`config.mk`:
```
export PLATFORM = sky130hd
export DESIGN_NAME = reg_file_param
export DESIGN_NICKNAME = d
export VERILOG_FILES = /design/src/rtl/reg_file_param_pkg.sv /design/src/rtl/reg_scoreboard.sv /design/src/rtl/reg_file_param.sv
export SDC_FILE = /design/constraint.sdc
export NUM_CORES = 2
export LEC_CHECK = 0
export CELL_PAD_IN_SITES_DETAIL_PLACEMENT = 1
export CELL_PAD_IN_SITES_GLOBAL_PLACEMENT = 1
export CORE_MARGIN = 1
export CORE_UTILIZATION = 50
export DETAILED_ROUTE_END_ITERATION = 10
export GPL_TIMING_DRIVEN = 0
export PLACE_DENSITY_LB_ADDON = 0.12
export SLEW_MARGIN = 20
export SYNTH_ARGS = -nofsm -noshare
export SYNTH_HDL_FRONTEND = slang
export SYNTH_SLANG_ARGS = --single-unit
export TNS_END_PERCENT = 50
```
`constraint.sdc`:
```
create_clock -name SYS_clk -period 4.7 [get_ports SYS_clk]
set_clock_uncertainty 0.05 [all_clocks]
set_input_delay 0.94 -clock SYS_clk [delete_from_list [all_inputs] [get_ports SYS_clk]]
set_output_delay 0.94 -clock SYS_clk [all_outputs]
set_load 0.01 [all_outputs]
```
`src/rtl/reg_file_param_pkg.sv`:
```
// Shared defaults and the pending-count helper for the parameterised register file.
package reg_file_param_pkg;

   localparam int DEF_DATA_W = 32;
   localparam int DEF_ADDR_W = 5;

   // Two's-complement change in the pending population: +set_new, -clr_a, -clr_b.
   function automatic logic [2:0] busy_delta(input logic set_new,
                                             input logic clr_a,
                                             input logic clr_b);
      logic [2:0] inc;
      logic [2:0] dec;
      inc = {2'b00, set_new};
      dec = {2'b00, clr_a} + {2'b00, clr_b};
      return inc - dec;
   endfunction

endpackage

```
`src/rtl/reg_scoreboard.sv`:
```
// Pending-writeback scoreboard: one bit per register plus a registered population count.
module reg_scoreboard
   import reg_file_param_pkg::*;
#(
   parameter int ADDR_W  = DEF_ADDR_W,
   parameter bit ZERO_R0 = 1'b1
) (
   input  logic                   clk,
   input  logic                   rst,
   input  logic                   iss_en,
   input  logic [ADDR_W-1:0]      iss_addr,
   input  logic                   wr_en0,
   input  logic [ADDR_W-1:0]      wr_addr0,
   input  logic                   wr_en1,
   input  logic [ADDR_W-1:0]      wr_addr1,
   output logic [2**ADDR_W-1:0]   pending,
   output logic [ADDR_W:0]        busy_cnt
);

   localparam int NUM_REGS = 2**ADDR_W;

   logic [NUM_REGS-1:0] pend_q;
   logic [NUM_REGS-1:0] pend_d;
   logic [ADDR_W:0]     cnt_q;
   logic [ADDR_W:0]     cnt_d;
   logic                set_ok;
   logic                set_new;
   logic                clr0;
   logic                clr1;
   logic [2:0]          delta;

   // NOTE: every variable gets a full default before any conditional update, so no latch is inferred.
   always_comb begin
      set_ok  = iss_en && !(ZERO_R0 && iss_addr == '0);
      set_new = set_ok && !pend_q[iss_addr];
      // A clear only counts if the bit is set, not re-set by an issue, and not already counted by port 0.
      clr0    = wr_en0 && pend_q[wr_addr0] && !(set_ok && iss_addr == wr_addr0);
      clr1    = wr_en1 && pend_q[wr_addr1] && !(set_ok && iss_addr == wr_addr1)
                && !(wr_en0 && wr_addr0 == wr_addr1);
      delta   = busy_delta(set_new, clr0, clr1);

      pend_d = pend_q;
      if (wr_en0) pend_d[wr_addr0] = 1'b0;
      if (wr_en1) pend_d[wr_addr1] = 1'b0;
      if (set_ok) pend_d[iss_addr] = 1'b1;

      cnt_d = cnt_q + (ADDR_W+1)'($signed(delta));
   end

   // NOTE: state is updated with <= so every flop samples the pre-edge values of the others.
   always_ff @(posedge clk) begin
      if (rst) begin
         pend_q <= '0;
         cnt_q  <= '0;
      end else begin
         pend_q <= pend_d;
         cnt_q  <= cnt_d;
      end
   end

   assign pending  = pend_q;
   assign busy_cnt = cnt_q;

endmodule

```
`src/rtl/reg_file_param.sv`:
```
// Multi-port register file with two write ports, same-cycle bypass and a writeback scoreboard.
module reg_file_param
   import reg_file_param_pkg::*;
#(
   parameter int DATA_W  = DEF_DATA_W,
   parameter int ADDR_W  = DEF_ADDR_W,
   parameter int NUM_RD  = 2,
   parameter bit ZERO_R0 = 1'b1,
   parameter bit BYPASS  = 1'b1
) (
   input  logic                       SYS_clk,
   input  logic                       SYS_reset,
   input  logic [NUM_RD*ADDR_W-1:0]   REG_rd_addr,
   output logic [NUM_RD*DATA_W-1:0]   REG_rd_data,
   output logic [NUM_RD-1:0]          REG_rd_busy,
   input  logic                       REG_wr_en0,
   input  logic [ADDR_W-1:0]          REG_wr_addr0,
   input  logic [DATA_W-1:0]          REG_wr_data0,
   input  logic                       REG_wr_en1,
   input  logic [ADDR_W-1:0]          REG_wr_addr1,
   input  logic [DATA_W-1:0]          REG_wr_data1,
   input  logic                       REG_iss_en,
   input  logic [ADDR_W-1:0]          REG_iss_addr,
   output logic [ADDR_W:0]            REG_busy_cnt
);

   localparam int NUM_REGS = 2**ADDR_W;

   logic [DATA_W-1:0]   regs_q [NUM_REGS];
   logic [DATA_W-1:0]   regs_d [NUM_REGS];
   logic [NUM_REGS-1:0] pending;
   logic                wr_ok0;
   logic                wr_ok1;

   always_comb begin
      wr_ok0 = REG_wr_en0 && !(ZERO_R0 && REG_wr_addr0 == '0);
      wr_ok1 = REG_wr_en1 && !(ZERO_R0 && REG_wr_addr1 == '0);
      regs_d = regs_q;
      if (wr_ok0) regs_d[REG_wr_addr0] = REG_wr_data0;
      // Port 1 is applied last so it wins a same-address collision.
      if (wr_ok1) regs_d[REG_wr_addr1] = REG_wr_data1;
   end

   // NOTE: every register must clear on reset, so the array is built from flops rather than an inferred RAM.
   always_ff @(posedge SYS_clk) begin
      if (SYS_reset) regs_q <= '{default: '0};
      else           regs_q <= regs_d;
   end

   for (genvar k = 0; k < NUM_RD; k++) begin : g_rd
      logic [ADDR_W-1:0] addr;
      logic              hit0;
      logic              hit1;
      logic [DATA_W-1:0] data;

      always_comb begin
         addr = REG_rd_addr[k*ADDR_W +: ADDR_W];
         hit0 = BYPASS && REG_wr_en0 && REG_wr_addr0 == addr;
         hit1 = BYPASS && REG_wr_en1 && REG_wr_addr1 == addr;
         if (ZERO_R0 && addr == '0) data = '0;
         else if (hit1)             data = REG_wr_data1;
         else if (hit0)             data = REG_wr_data0;
         else                       data = regs_q[addr];
      end

      assign REG_rd_data[k*DATA_W +: DATA_W] = data;
      // A register being written back this cycle is not busy to a bypassing reader.
      assign REG_rd_busy[k] = pending[addr] && !(hit0 || hit1);
   end

   reg_scoreboard #(
      .ADDR_W  (ADDR_W),
      .ZERO_R0 (ZERO_R0)
   ) u_scoreboard (
      .clk      (SYS_clk),
      .rst      (SYS_reset),
      .iss_en   (REG_iss_en),
      .iss_addr (REG_iss_addr),
      .wr_en0   (REG_wr_en0),
      .wr_addr0 (REG_wr_addr0),
      .wr_en1   (REG_wr_en1),
      .wr_addr1 (REG_wr_addr1),
      .pending  (pending),
      .busy_cnt (REG_busy_cnt)
   );

endmodule

```
==> results of run 1 <==
-- logic make-up after synthesis --
kind of cell | share of synthesized area
XOR/XNOR | 0.005176
AO/OA/AOI/OAI | 0.2041
flip-flops | 0.3222
AND/OR/NAND/NOR | 0.1097
multiplexers | 0.2909
buffers and inverters | 0.06630
adder cells (fa/ha/maj) | 0.001555
-- synthesized netlist by cell type (15+ instances only) --
library cell / n
a2111oi_0: 15
a211oi_1: 857
a21oi_1: 67
a221oi_1: 23
a22o_1: 32
a22oi_1: 67
a2bb2oi_1: 180
a311oi_1: 168
a32o_1: 17
a32oi_1: 33
buf_1: 84
buf_2: 152
buf_4: 51
buf_6: 17
clkbuf_1: 663
dfxtp_1: 1062
inv_1: 17
mux2_2: 30
mux2i_1: 1026
mux4_2: 378
nand2_1: 337
nand3_1: 140
nor2_1: 1125
nor2b_1: 39
o21ai_0: 70
o221ai_1: 42
o22ai_1: 93
o32ai_1: 46
or4_1: 24
xnor2_1: 20
xor2_1: 19
-- stage by stage --
step	instances	setup TNS [ns]
floorplan	7045	0
global placement	8879	-114.65
detailed placement	8886	-105.57
CTS	9124	-1.713
-- metal layers --
metal  overflow  GRT usage
met2         67     0.9110
met5          0     0.4528
met4         45     0.7066
met3          5     0.6776
met1         12     0.8107
-- timing repair --
action,4_1_cts
gates resized for setup,646
buffers inserted,16
endpoints found under the setup margin,68
pin swaps,33
cloned,1
==> results.md, run 1 <==
* Total grt overflow at 129
* CTS Hold Bufs at 0
* Io pins at 166
* Die Width at 365.3 microns
* Fail Step: 5_1_grt
* Setup WS pre-CTS at -2.124 ns
* Ranking of synthesized cells by area: dfxtp_1, mux2i_1, mux4_2, a211oi_1, nor2_1
* Row count at 132
* #FFs+latches synth at 1,062
* Number of clock sinks at 1,062
* Synthesized Nets at 7,146
* Post-synth top area share at 0.3222
* Post-synth top area cell: dfxtp_1
* Mapped cell area at 65,990 sq um
* Distinct cells, synth at 72
* CTS H-tree depth at 3
* Root Driver: clkbuf_16
* Register area share after synthesis at 0.3222
* Post-synth EDFFs at 0
* FFs w/ async S/R, synth at 0
* Largest net degree at the start of global routing at 20
* Routability cong. at 1.186
* Die height at 365.3 microns
* HPWL Detailed at 361,200 microns
* Error: [ERROR GRT-0232] Routing congestion too high. Check the congestion heatmap in the GUI.
* Synth Area per Inst at 9.367 sq um
* Total CTS buffers at 121
* Clock Path Buffers at 3
* PortBufs at 92
* DP Area at 69,280 sq um
* Synth Instances at 7,045
* Number of synthesis warnings at 0
* Most common flop cell mapped by yosys: dfxtp_1
* Gr usage total at 0.7865
* Initial core utilization at 0.5071
* Status: did not finish
==> run 2: changes to the inputs <==
- CELL_PAD_IN_SITES_DETAIL_PLACEMENT: 1 -> default
- CELL_PAD_IN_SITES_GLOBAL_PLACEMENT: 1 -> default
- CORE_UTILIZATION: 50 -> 40
- PLACE_DENSITY_LB_ADDON: 0.12 -> 0.15
==> run 2 against run 1 <==
  * The flow now finishes, with violations (negative setup slack)
  * Synthesized cell count did not move
  * Area after synthesis did not move
==> results.md, run 2 <==
* Routed wire length at 458,800 microns
* F_max at 203.6 MHz
* Worst Hold Class: reg -> reg
* Row count at 148
* Post-synth EDFFs at 0
* Post-Synth Adder-Cell Area at 0.001555
* Die height at 408.2 microns
* Total grt overflow at 0
* Power per cell area at 313.1 nW/um^2
* PortBufs at 92
* Hold path start: regs_q[1000]$_SDFF_PP0_
* Crit path cell chain: buf_6 > buf_12 > buf_8 > buf_8 > mux2i_2 > o22ai_1 > or4_4 > a21oi_1 > o32ai_4 > clkdlybuf4s50_1
* Final setup viols at 48
* Seq pwr share at 0.381
* Worst-Margin Slew at 1.345 ns
* Initial drt markers at 12,823
* DP Area at 69,850 sq um
* First-pass DRT Iterations at 9
* CP peak stage delay at 0.57 ns
* Cell mode on critical path: buf_8
* First-pass GRT wire length at 595,000 microns
* Clk_lat worst skew at 0.84 ns
* Leak Pwr at 30.11 nW
* Synth Area in XOR/XNOR at 0.005176
* Most frequent cell after synthesis: nor2_1
* Crit path capture type: output port
* Worst r2r src: u_scoreboard.pending[2]$_SDFF_PP0_
* Number of clock sinks at 1,062
* Synth Area per Inst at 9.367 sq um
* Post-synth top area share at 0.3222
* Full die area at 166,600 sq um
* CP arrival at 3.92 ns
* Max-Cap Viols at 0
* Synthesized Nets at 7,146
* Io pins at 166
* Total CTS buffers at 136
* CTS H-tree depth at 4
* Switching pwr at 7.991 mW
* Worst Hold Depth at 1
* Most common flop cell mapped by yosys: dfxtp_1
* Post-route ant nets at 0
* Internal Power at 16.60 mW
* Synth Instances at 7,045
* Simple-Gate Fraction of Synth Area at 0.1097
* FFs w/ async S/R, synth at 0
* Main combinational cell family by area after synthesis: multiplexers
* Crit start category: input pin
* Commonest cells after routing, fill and taps aside: nor2_1, dfxtp_1, mux2i_1
* #FFs+latches synth at 1,062
* Post-layout instance area at 78,560 sq um
* Hold EP: regs_q[1000]$_SDFF_PP0_
* Final WS setup at -0.2113 ns
* CTS Hold Bufs at 0
* Gr usage total at 0.5309
* Crit Path Max Fanout at 10
* Slew Viols, Final at 0
* Distinct cells, synth at 72
* Clock Path Buffers at 3
* Combinational power share at 0.169
* Ratio of cells with drive above 1 in the final layout at 0.1850
* Final Util at 0.4810
* CTS tree: built
* Max FFs per register at 1,024
* Sw Ratio at 0.3249
* Routed vias at 70,124
* Post-synth top area cell: dfxtp_1
* CP max-delay cell: or4_4
* Status: complete, but fails checks
* Critical path class: in -> out
* CP required at 3.71 ns
* Area growth from synthesis to layout at 19.05%
* Vias in the first global route at 64,772
* RSZ-0062 raised after global routing: yes
* Non-Filler Instances at 9,602
* Most common cell after layout, fill and taps aside: nor2_1
* Clock Power Share at 0.450
* Register area share after synthesis at 0.3222
* Initial antenna violation count at 36
* Largest reg by FF count: regs_q
* Peak supply drop at 390.6 uV
* Largest net degree at the start of global routing at 17
* Ranking of synthesized cells by area: dfxtp_1, mux2i_1, mux4_2, a211oi_1, nor2_1
* Critical path buffers and inverters at 5
* Drt drc at 0
* HPWL Detailed at 373,100 microns
* Commonest cells in the netlist: nor2_1, dfxtp_1, mux2i_1, a211oi_1, clkbuf_1
* Mapped cell area at 65,990 sq um
* Routability cong. at 1.139
* Fin nets at 7,408
* Post-DR wirelength/cell at 47.78 microns
* Synth Area in Compound Gates at 0.2041
* CP top delay family: buffers and inverters
* Placed Cells incl. Taps at 9,319
* Hold slack at 0.4313 ns
* Drt via density at 7.303
* Core region area at 163,300 sq um
* Worst slew margin at 0.1031
* Final Hold Violating Endpoints at 0
* Failing checks: negative setup slack
* Die Width at 408.2 microns
* Period utilization at 1.045
* Root Driver: clkbuf_16
* Initial core utilization at 0.4040
* R2R setup slack at 0.69 ns
* Number of synthesis warnings at 0
* R2r endpoint: u_scoreboard.busy_cnt[5]$_SDFF_PP0_
* Fin crit period at 4.911 ns
* R2R cell count at 11
* Mux contribution to synthesized area at 0.2909
* Worst-path clk slew at 0.05 ns
* Filler cell count at 15,660
[run 2: how the worst max path moves through the flow]
stage                     from                             endpoint  slack, ns  depth (start not counted)
5_1_grt         REG_rd_addr[5]                      REG_rd_data[42]      -0.13                          8
2_1_floorplan  REG_wr_addr0[0]  u_scoreboard.busy_cnt[5]$_SDFF_PP0_       0.32                         13
3_3_place_gp    REG_rd_addr[8]                      REG_rd_data[53]      -2.54                          9
3_5_place_dp    REG_rd_addr[8]                      REG_rd_data[53]      -2.51                          9
4_1_cts         REG_rd_addr[5]                      REG_rd_data[58]      -0.18                         10
6_report        REG_rd_addr[5]                      REG_rd_data[42]      -0.21                         10
[run 2: area by class of cell]
type	count	area [sq um]	area share
Antenna cell	23	57.56	0.0007326
Multi-Input combinational cell	4979	42960	0.5468
Clock inverter	34	528.0	0.006721
Buffer	981	5692	0.07245
Tap cell	2175	2721	0.03464
Inverter	17	63.81	0.0008122
Clock buffer	201	3999	0.05090
Sequential cell	1062	21260	0.2706
Timing Repair Buffer	130	1284	0.01634
[run 2: power by group through the flow]
stage               registers [mW]  logic, mW  clock network, mW
floorplan                     9.47       1.75                  0
global placement              9.53       3.51                  0
detailed placement            9.54       3.53                  0
CTS                           9.35       3.81               10.9
global route                  9.38       4.06               11.3
finish                        9.37       4.16               11.1
[run 2: logic make-up after synthesis]
family / after synthesis
fa+ha+maj: 7
buf+inv: 1004
flops: 1062
mux: 1437
simple gates: 1752
compound gates: 1744
xor+xnor: 39
[run 2: repair_timing]
item                                    CTS  global route
endpoints found under the setup margin   67            49
setup buffers                            20            11
pin swaps                                41            24
resized for setup                       787           160
[run 2: routing by layer]
metal | global-route usage | up-vias | part of all wire
met3 | 0.2981 | 1282 | 0.17
li1 | - | 27245 | -
met5 | 0.01667 | - | 0.0013
met1 | 0.6535 | 35722 | 0.38
met4 | 0.2954 | 22 | 0.067
met2 | 0.7199 | 5853 | 0.39
[run 2: worst reg2reg max path, cell delays in order, from the launching register on]
cell,delay (ns)
dfxtp_1,0.48
mux4_2,0.58
a22o_1,0.25
a221oi_1,0.22
a31oi_1,0.29
fa_1,0.63
ha_1,0.34
a21o_1,0.16
a21oi_1,0.26
o21bai_1,0.10
a21oi_1,0.19
mux2_2,0.35
[run 2: metrics by stage]
stage	setup TNS, ns	setup WS [ns]	power [mW]
5_1_grt	-1.026	-0.1323	24.73
3_5_place_dp	-121.36	-2.514	13.07
4_1_cts	-1.680	-0.1769	24.08
2_1_floorplan	0	0.3185	11.22
3_3_place_gp	-184.71	-2.538	13.04
6_report	-4.398	-0.2113	24.59
Note: power is estimated with default switching activity, not from simulation.
